$ cat config.mk
export PLATFORM = sky130hd
export DESIGN_NAME = reset_sequencer_flat
export DESIGN_NICKNAME = d
export VERILOG_FILES = /design/src/rtl/reset_sequencer_if.sv /design/src/rtl/reset_sequencer.sv /design/src/flat_wrapper.sv
export SDC_FILE = /design/constraint.sdc
export NUM_CORES = 1
export LEC_CHECK = 0
export BUFFER_PORTS_ARGS = -buffer_cell sky130_fd_sc_hd__buf_2
export CORE_ASPECT_RATIO = 2
export CORE_MARGIN = 1.5
export CORE_UTILIZATION = 54
export DETAILED_ROUTE_END_ITERATION = 6
export PLACE_DENSITY = 0.84
export SLEW_MARGIN = 20
export SYNTH_ARGS = -nofsm -noshare
export SYNTH_HDL_FRONTEND = slang
export SYNTH_SLANG_ARGS = --single-unit
$ cat constraint.sdc
create_clock -name clk -period 2.4 [get_ports clk]
set_input_delay 0.6 -clock clk [delete_from_list [all_inputs] [get_ports clk]]
set_output_delay 0.6 -clock clk [all_outputs]
set_load 0.02 [all_outputs]
$ cat src/rtl/reset_sequencer_if.sv
// ---------------------------------------------------------------------------
// reset_sequencer_if
//   Groups the request inputs and the per-domain reset outputs of the
//   reset sequencer.
//
//   Signals
//     btn_reset  raw asynchronous active-high external reset request
//     soft_req   single-cycle active-high software reset request (clk domain)
//     run        run[k]=1: reset domain k released
//     done       1 once every domain is released
//     cause      cause of the last sequence: 00 reset, 01 button, 10 soft
//
//   Request semantics: there is no ready/acknowledge. soft_req is a plain
//   one-cycle strobe that is always taken on the edge that samples it.
//   btn_reset is a level that is only acted on after synchronisation and
//   filtering. run, done and cause are registered and change only on
//   the rising edge of clk.
//
//   Modports
//     master  drives the requests, observes the reset outputs
//     slave   the sequencer itself
// ---------------------------------------------------------------------------
interface reset_sequencer_if #(
    parameter int NUM_CH = 3
);
    logic              btn_reset;
    logic              soft_req;
    logic [NUM_CH-1:0] run;
    logic              done;
    logic [1:0]        cause;

    modport master (
        output btn_reset,
        output soft_req,
        input  run,
        input  done,
        input  cause
    );

    modport slave (
        input  btn_reset,
        input  soft_req,
        output run,
        output done,
        output cause
    );
endinterface

$ cat src/rtl/reset_sequencer.sv
// ---------------------------------------------------------------------------
// reset_sequencer
//   Holds NUM_CH reset domains in reset after power-up, then releases them
//   one at a time in index order, STAGE_CYCLES apart. A debounced button
//   request or a soft request pulse restarts the whole sequence. The cause
//   of the most recent sequence is recorded.
//
//   Ports
//     clk          system clock
//     reset        synchronous active-high reset; restarts the sequence
//     bus          reset_sequencer_if.slave: btn_reset, soft_req in;
//                  run, done, cause out
//     dbg_state_o  current FSM state (0 HOLD, 1 STAGE, 2 RUN)
// ---------------------------------------------------------------------------
module reset_sequencer #(
    parameter int          NUM_CH        = 3,
    parameter int          CNT_W         = 21,
    parameter int unsigned POR_CYCLES    = 21'h17D796,
    parameter int unsigned STAGE_CYCLES  = 1024,
    parameter int unsigned FILTER_CYCLES = 16
) (
    input  logic                    clk,
    input  logic                    reset,
    reset_sequencer_if.slave        bus,
    output logic [1:0]              dbg_state_o
);

    localparam int STG_W  = (NUM_CH > 1) ? $clog2(NUM_CH + 1) : 1;
    localparam int FILT_W = $clog2(FILTER_CYCLES + 1);

    localparam logic [CNT_W-1:0]  POR_LD   = CNT_W'(POR_CYCLES);
    localparam logic [CNT_W-1:0]  STAGE_LD = CNT_W'(STAGE_CYCLES - 1);
    localparam logic [FILT_W-1:0] FILT_MAX = FILT_W'(FILTER_CYCLES - 1);
    localparam logic [STG_W-1:0]  LAST_CH  = STG_W'(NUM_CH - 1);

    localparam logic [1:0] CAUSE_POR  = 2'b00;
    localparam logic [1:0] CAUSE_BTN  = 2'b01;
    localparam logic [1:0] CAUSE_SOFT = 2'b10;

    typedef enum logic [1:0] {
        HOLD  = 2'd0,
        STAGE = 2'd1,
        RUN   = 2'd2
    } state_t;

    state_t              state_q, state_d;
    logic [CNT_W-1:0]    cnt_q, cnt_d;
    logic [STG_W-1:0]    stage_q, stage_d;
    logic [NUM_CH-1:0]   run_q, run_d;
    logic                done_q, done_d;
    logic [1:0]          cause_q, cause_d;
    logic                sync1_q, sync2_q;
    logic [FILT_W-1:0]   filt_q, filt_d;
    logic                ext_req;

    // The filter count saturates at FILTER_CYCLES-1 so that, together with
    // the current high sample, ext_req asserts on the FILTER_CYCLES-th
    // consecutive synchronised-high cycle. A low sample drops ext_req at once.
    assign ext_req = sync2_q && (filt_q >= FILT_MAX);

    always_comb begin
        filt_d = filt_q;
        if (!sync2_q) begin
            filt_d = '0;
        end else if (filt_q < FILT_MAX) begin
            filt_d = filt_q + FILT_W'(1);
        end
    end

    always_comb begin
        state_d = state_q;
        cnt_d   = cnt_q;
        stage_d = stage_q;
        run_d   = run_q;
        done_d  = done_q;
        cause_d = cause_q;

        case (state_q)
            HOLD: begin
                if (ext_req) begin
                    cnt_d   = POR_LD;
                    cause_d = CAUSE_BTN;
                end else if (bus.soft_req) begin
                    cnt_d   = POR_LD;
                    cause_d = CAUSE_SOFT;
                end else if (cnt_q != '0) begin
                    cnt_d = cnt_q - CNT_W'(1);
                end else begin
                    run_d[0] = 1'b1;
                    if (NUM_CH == 1) begin
                        done_d  = 1'b1;
                        state_d = RUN;
                    end else begin
                        stage_d = STG_W'(1);
                        cnt_d   = STAGE_LD;
                        state_d = STAGE;
                    end
                end
            end

            STAGE, RUN: begin
                if (ext_req || bus.soft_req) begin
                    run_d   = '0;
                    done_d  = 1'b0;
                    stage_d = '0;
                    cnt_d   = POR_LD;
                    state_d = HOLD;
                    cause_d = ext_req ? CAUSE_BTN : CAUSE_SOFT;
                end else if (state_q == STAGE) begin
                    if (cnt_q != '0) begin
                        cnt_d = cnt_q - CNT_W'(1);
                    end else begin
                        for (int k = 0; k < NUM_CH; k++) begin
                            if (STG_W'(k) == stage_q) begin
                                run_d[k] = 1'b1;
                            end
                        end
                        stage_d = stage_q + STG_W'(1);
                        cnt_d   = STAGE_LD;
                        if (stage_q == LAST_CH) begin
                            done_d  = 1'b1;
                            state_d = RUN;
                        end
                    end
                end
            end

            default: begin
                state_d = HOLD;
            end
        endcase
    end

    always_ff @(posedge clk) begin
        if (reset) begin
            state_q <= HOLD;
            cnt_q   <= POR_LD;
            stage_q <= '0;
            run_q   <= '0;
            done_q  <= 1'b0;
            cause_q <= CAUSE_POR;
            sync1_q <= 1'b0;
            sync2_q <= 1'b0;
            filt_q  <= '0;
        end else begin
            state_q <= state_d;
            cnt_q   <= cnt_d;
            stage_q <= stage_d;
            run_q   <= run_d;
            done_q  <= done_d;
            cause_q <= cause_d;
            sync1_q <= bus.btn_reset;
            sync2_q <= sync1_q;
            filt_q  <= filt_d;
        end
    end

    assign bus.run     = run_q;
    assign bus.done    = done_q;
    assign bus.cause   = cause_q;
    assign dbg_state_o = state_q;

endmodule

$ cat src/flat_wrapper.sv
// flat-port wrapper written by rule: the top's interface ports become plain ports
module reset_sequencer_flat 
#(
    parameter int          NUM_CH        = 3,
    parameter int          CNT_W         = 21,
    parameter int unsigned POR_CYCLES    = 21'h17D796,
    parameter int unsigned STAGE_CYCLES  = 1024,
    parameter int unsigned FILTER_CYCLES = 16
)
  (clk, reset, dbg_state_o, bus_btn_reset, bus_soft_req, bus_run, bus_done, bus_cause);
  reset_sequencer_if #(.NUM_CH(NUM_CH)) bus_i ();
  input  logic clk;
  input  logic reset;
  output logic [1:0] dbg_state_o;
  input wire logic [$bits(bus_i.btn_reset)-1:0] bus_btn_reset;
  input wire logic [$bits(bus_i.soft_req)-1:0] bus_soft_req;
  output wire logic [$bits(bus_i.run)-1:0] bus_run;
  output wire logic [$bits(bus_i.done)-1:0] bus_done;
  output wire logic [$bits(bus_i.cause)-1:0] bus_cause;
  assign bus_i.btn_reset = bus_btn_reset;
  assign bus_i.soft_req = bus_soft_req;
  assign bus_run = bus_i.run;
  assign bus_done = bus_i.done;
  assign bus_cause = bus_i.cause;
  reset_sequencer #(.NUM_CH(NUM_CH), .CNT_W(CNT_W), .POR_CYCLES(POR_CYCLES), .STAGE_CYCLES(STAGE_CYCLES), .FILTER_CYCLES(FILTER_CYCLES)) u_core (.clk(clk), .reset(reset), .bus(bus_i), .dbg_state_o(dbg_state_o));
endmodule
Word level (Yosys, flattened, before mapping)
Cells that the tools add are included.

Reduce and logical (&&, ||, !) cells: 20. $lt $le $gt $ge: 2. $add $sub $neg: 3. Shift-type cells: 0. Div/mod/pow operators: 0. Multipliers: 0. Eq/ne operators: 15. Multiplexer cells: 37. Bitwise gates (word level): 1.

Operators with widths (count): two-way mux 21 bit (5); case mux 21 bit (2 select lines) (1); two-way mux 2 bit (14); nonzero test 21 bit (1); subtractor 21 x 1 -> 21 bit (second input constant) (1); case mux 2 bit (2 select lines) (3); AND reduction 4 bit (3); AND reduction 6 bit (2); two-way mux 1 bit (10); nonzero test 2 bit (5); two-way mux 3 bit (3); != test 3 x 1 -> 1 bit (second input constant) (3); AND reduction 7 bit (1); != test 2 bit (second input constant) (3); != test 3 x 2 -> 1 bit (second input constant) (2); adder 5 x 1 -> 5 bit (second input constant) (1); >= comparator 5 x 4 -> 1 bit (second input constant) (1); < comparator 5 x 4 -> 1 bit (second input constant) (1); equality test 2 bit (second input constant) (2); zero test 2 bit (2); != test 2 x 1 -> 1 bit (second input constant) (2); OR reduction 2 bit (2); AND reduction 3 bit (1); adder 2 x 1 -> 2 bit (second input constant) (1); other kinds (8) (8).

Memory bits (writable): 0. Memories kept: 0. Memory bits (read-only): 0. Latch bits: 0. Bits in registers: 38. Output and inout port bits: 8. Input bits: 4.

Depth between registers and ports, before layout
Depth after elaboration: 6. Depth in mapped cells: 9.

Worst setup path before layout
OpenSTA, ideal clock, no wires.

Path type: reg-to-reg. From: register u_core.cnt_q[10]. To: register u_core.cnt_q[10]. Setup slack: 0.089 ns. Required time: 2.280 ns. Path buffers: 2. Clock period less this slack: 2.311 ns. Stages on the path, launching flop included: 8. Arrival time: 2.191 ns. Library setup time: 0.120 ns. Cell sequence: dfxtp_1 > or4_4 > or4b_4 > buf_6 > nor2_2 > buf_4 > o21ai_1 > a211o_1.

Word-level cells in the longest chain between the ends: 5.

Ends and longest elaborated chain: from (decl) (line reset_sequencer.sv:47) `logic [CNT_W-1:0] cnt_q, cnt_d;`; from (signal assigned) (line reset_sequencer.sv:147) `cnt_q <= cnt_d;`; subtractor 21 x 1 -> 21 bit or nonzero test 21 bit (tied branches); two-way mux 21 bit * (line reset_sequencer.sv:110) `if (cnt_q != '0) begin`; two-way mux 21 bit (on tied branches) (line reset_sequencer.sv:109, reset_sequencer.sv:83); two-way mux 21 bit (on tied branches) (line reset_sequencer.sv:102, reset_sequencer.sv:80); case mux 21 bit (2 select lines) * (line reset_sequencer.sv:78) `case (state_q)`.

Mark *: on every way between the ends. The rest lies on a longest branch, timed or not. The select of a mux whose other input is x is not followed. A chain may end at the register's enable or synchronous reset.

Worst setup path after layout
From: register u_core.cnt_q[6]. To: register u_core.cnt_q[13].

Same word-level chain as after synthesis.

==> reports/qor.csv <==
stage,metric,value,unit
power_and_ir_drop,ir_drop,0.000413,V
run_status,status,finished clean,
setup_path,worstSetupPathType,reg2reg,
power_and_ir_drop,fin_total_pwr,1390,uW
placement,place_congestion,0.876,
detailed_routing,num_vias,1889,
timing,fin_crit,2.35,ns
power_and_ir_drop,leakage,0.000902,uW
placement,pre_cts_ws,0.0626,ns
cts,clkLatencyLatePin,0.30,ns
timing,fin_crit_sh,97.8,%
power_and_ir_drop,power.density,572,mW/mm^2
global_routing,grt_pass1_wl,7960,um
setup_path,arrival,2.54,ns
setup_path,worstSetupStartpointType,flop,
setup_path,worstPathRequired,2.59,ns
synthesis,synth_top_flop_cell,dfxtp_1,
cells_and_area,nNetsFinal,276,
timing,rsz0062_at_grt,yes,
synthesis,ys_ff_latch,38,
cts,tritoncts.num_buffers,5,
synthesis,yosysUniqueCellTypes,53,
setup_path,regToRegSetupSlack,0.05,ns
timing,report.final.slew_viol_count,0,
setup_path,path_buf_inv,2,
cells_and_area,layout_commonest_cell,dfxtp_1,
cts,clkTransAtPathRegs,0.07,ns
timing,relSlewSlack,54.0,%
synthesis,ys_warn_count,0,
synthesis,syn_area_per_cell,8.69,um^2
cells_and_area,antennaDiodeCount,0,
cts,cts-root-buf,clkbuf_8,
placement,io_buffer_count,11,
synthesis,synth_cells,233,
detailed_routing,drt-initial-drc-count,79,
timing,finalSetupViolations,0,
floorplanning,start_util,56.1,%
synthesis,synth_edf_count,0,
cts,cts.sinks,38,
cts,clockBufferDepth,2,
global_routing,overflow,0,
timing,skew,0.00498,ns
setup_path,slowest_stage,or4b_4,
global_routing,antenna_found_initial,0,
cells_and_area,final_core_util,67.5,%
setup_path,crit_fanout,9,
setup_path,cp-end-kind,flop,
detailed_routing,drcViolationCount,0,
floorplanning,core_area,0.00361,mm^2
floorplanning,num_rows,31,
setup_path,critical-path-top-delay-family,simple AND/OR/NAND/NOR gates,
global_routing,grt_use_total,26.4,%
detailed_routing,firstDrtPassIters,4,
run,cap_viol_max_count,0,
timing,clock.fmax,426,MHz
synthesis,synth_area,0.00202,mm^2
cts,htreeDepth,2,
setup_path,cpPeakStageDelay,0.60,ns
floorplanning,fp.dieW,46.3,um
synthesis,synth_fp_nets,248,
detailed_routing,via_per_inst,6.07,
cts,cts_hold_buffers,0,
setup_path,crit_chain,"or4_4, or4b_4, buf_4, o21ai_1, a21oi_1, buf_4, and2_1",
cells_and_area,final_cell_mix,"36 x dfxtp_1, 20 x nor2_1, 17 x nand2_1, 16 x buf_4, 15 x inv_1",
placement,place_hpwl,3630,um
floorplanning,fp.dieH,89.6,um
global_routing,grt_max_degree,23,
cells_and_area,final_layout_size_suffix_gt1_share,20.2,%
min_path,min_path_type,reg2reg,
synthesis,async_flop_share,0,%
timing,fin_ws,0.0527,ns
cells_and_area,syn2layout_area_growth,20.2,%
detailed_routing,routedWlPerCell,15.8,um
synthesis,ys_seq_area_share,37.6,%
cts,tritoncts,done,
timing,worst_pin_slew,0.685,ns
timing,hold_ws,0.461,ns
floorplanning,die_area,0.00415,mm^2
detailed_routing,routed_wl,4920,um
global_routing,grt_pass1_vias,1865,
setup_path,crit_top_cell,buf_4,
floorplanning,io_pins,12,
detailed_routing,ant_nets,0,
timing,hold_viol,0,
[flip-flops by register name, indices dropped and copies added (netlist names)]
signal and count:
u_core.bus.cause 2, u_core.bus.done 1, u_core.bus.run 3, u_core.cnt_q 21
u_core.dbg_state_o 2, u_core.filt_q 5, u_core.stage_q 2, u_core.sync1_q 1
u_core.sync2_q 1
[metal layers]
metal / up-vias / part of all wire (%) / track usage [%]
met3: 20 / 3.4 / 4.60
met4: 0 / 3.8 / 17.7
li1: 916 / - / -
met1: 899 / 37 / 25.8
met5: - / 0 / 0
met2: 54 / 56 / 47.3
[metrics by stage]
stage / area (um^2) / cells / setup TNS (ns)
3_5_place_dp: 2240 / 302 / 0
5_1_grt: 2430 / 311 / -0.0225
4_1_cts: 2380 / 310 / 0
3_3_place_gp: 2240 / 302 / 0
2_1_floorplan: 2020 / 233 / 0
6_report: 2430 / 311 / 0
[kinds of logic (layout without fill, tap and decap cells)]
| family | after synthesis | count (layout) | synth area share, % |
|---|---|---|---|
| buffers and inverters | 22 | 51 | 4.64 |
| xor gates and xnor gates | 9 | 9 | 3.89 |
| and+or+nand+nor | 98 | 98 | 27.3 |
| muxes | 1 | 1 | 0.494 |
| adders and majority gates | 11 | 11 | 6.80 |
| AOI/OAI and AO/OA | 54 | 54 | 19.3 |
| DFF | 38 | 38 | 37.6 |
[repair_timing]
item	in CTS	in global routing
setup endpoints to repair	0	9
gates resized for setup	0	9
setup buffers	0	1
[report_power, final]
group          total [uW]  internal (uW)  switching (uW)
Combinational        68.9           26.5            42.4
Sequential            647            639            8.01
Clock                 677            443             233
Total                1390           1110             284
[synth_stat cells, types with 2 or more instances]
cell      number  area (um^2)
xnor2_1        5         43.8
nor2_1        20         75.1
nand3b_1       3         22.5
a221oi_1       2         17.5
nor2b_1        3         18.8
a21oi_1       11         55.1
and4_1         2         17.5
a211oi_1       2         15.0
and3_1         2         12.5
o21ai_1        6         30.0
clkbuf_1       5         18.8
dfxtp_1       38          761
and2_1         3         18.8
nor4_1         6         37.5
nor3b_1        2         15.0
nand4b_1       3         26.3
a41oi_1        3         26.3
a211o_1        5         43.8
nor3_1        13         65.1
a221o_1        3         30.0
xor2_1         4         35.0
a21o_1         2         15.0
ha_1          11          138
o21a_1         3         22.5
o211ai_1       3         22.5
o41ai_1        2         17.5
nand3_1        8         40.0
o31ai_1        2         15.0
o21ai_0        3         15.0
nand2_1       17         63.8
nand4_1        5         31.3
inv_1         15         56.3
[path summary, 6_finish.rpt]
check	to	cells after the start	start
max	u_core.cnt_q[13]$_SDFFE_PP0P_	7	u_core.cnt_q[6]$_SDFFE_PP0P_
min	u_core.bus.cause[1]$_SDFFE_PP0P_	2	u_core.bus.cause[1]$_SDFFE_PP0P_
max reg2reg	u_core.cnt_q[13]$_SDFFE_PP0P_	7	u_core.cnt_q[6]$_SDFFE_PP0P_
min reg2reg	u_core.bus.cause[1]$_SDFFE_PP0P_	2	u_core.bus.cause[1]$_SDFFE_PP0P_
[final cells by class]
class / instances / area (um^2)
fillers: 306 / 1170
repair buffers: 28 / 195
flip-flops and latches: 38 / 763
multi-input cells: 173 / 1210
clock inverters: 2 / 60.1
inverters: 15 / 56.3
well taps: 49 / 61.3
clock buffers: 6 / 82.6
[worst min-delay path: stages, from the launching register on]
cell and delay, ns:
dfxtp_1 0.31, inv_1 0.05, a211oi_1 0.05
Power figures use the tool's default switching activity.
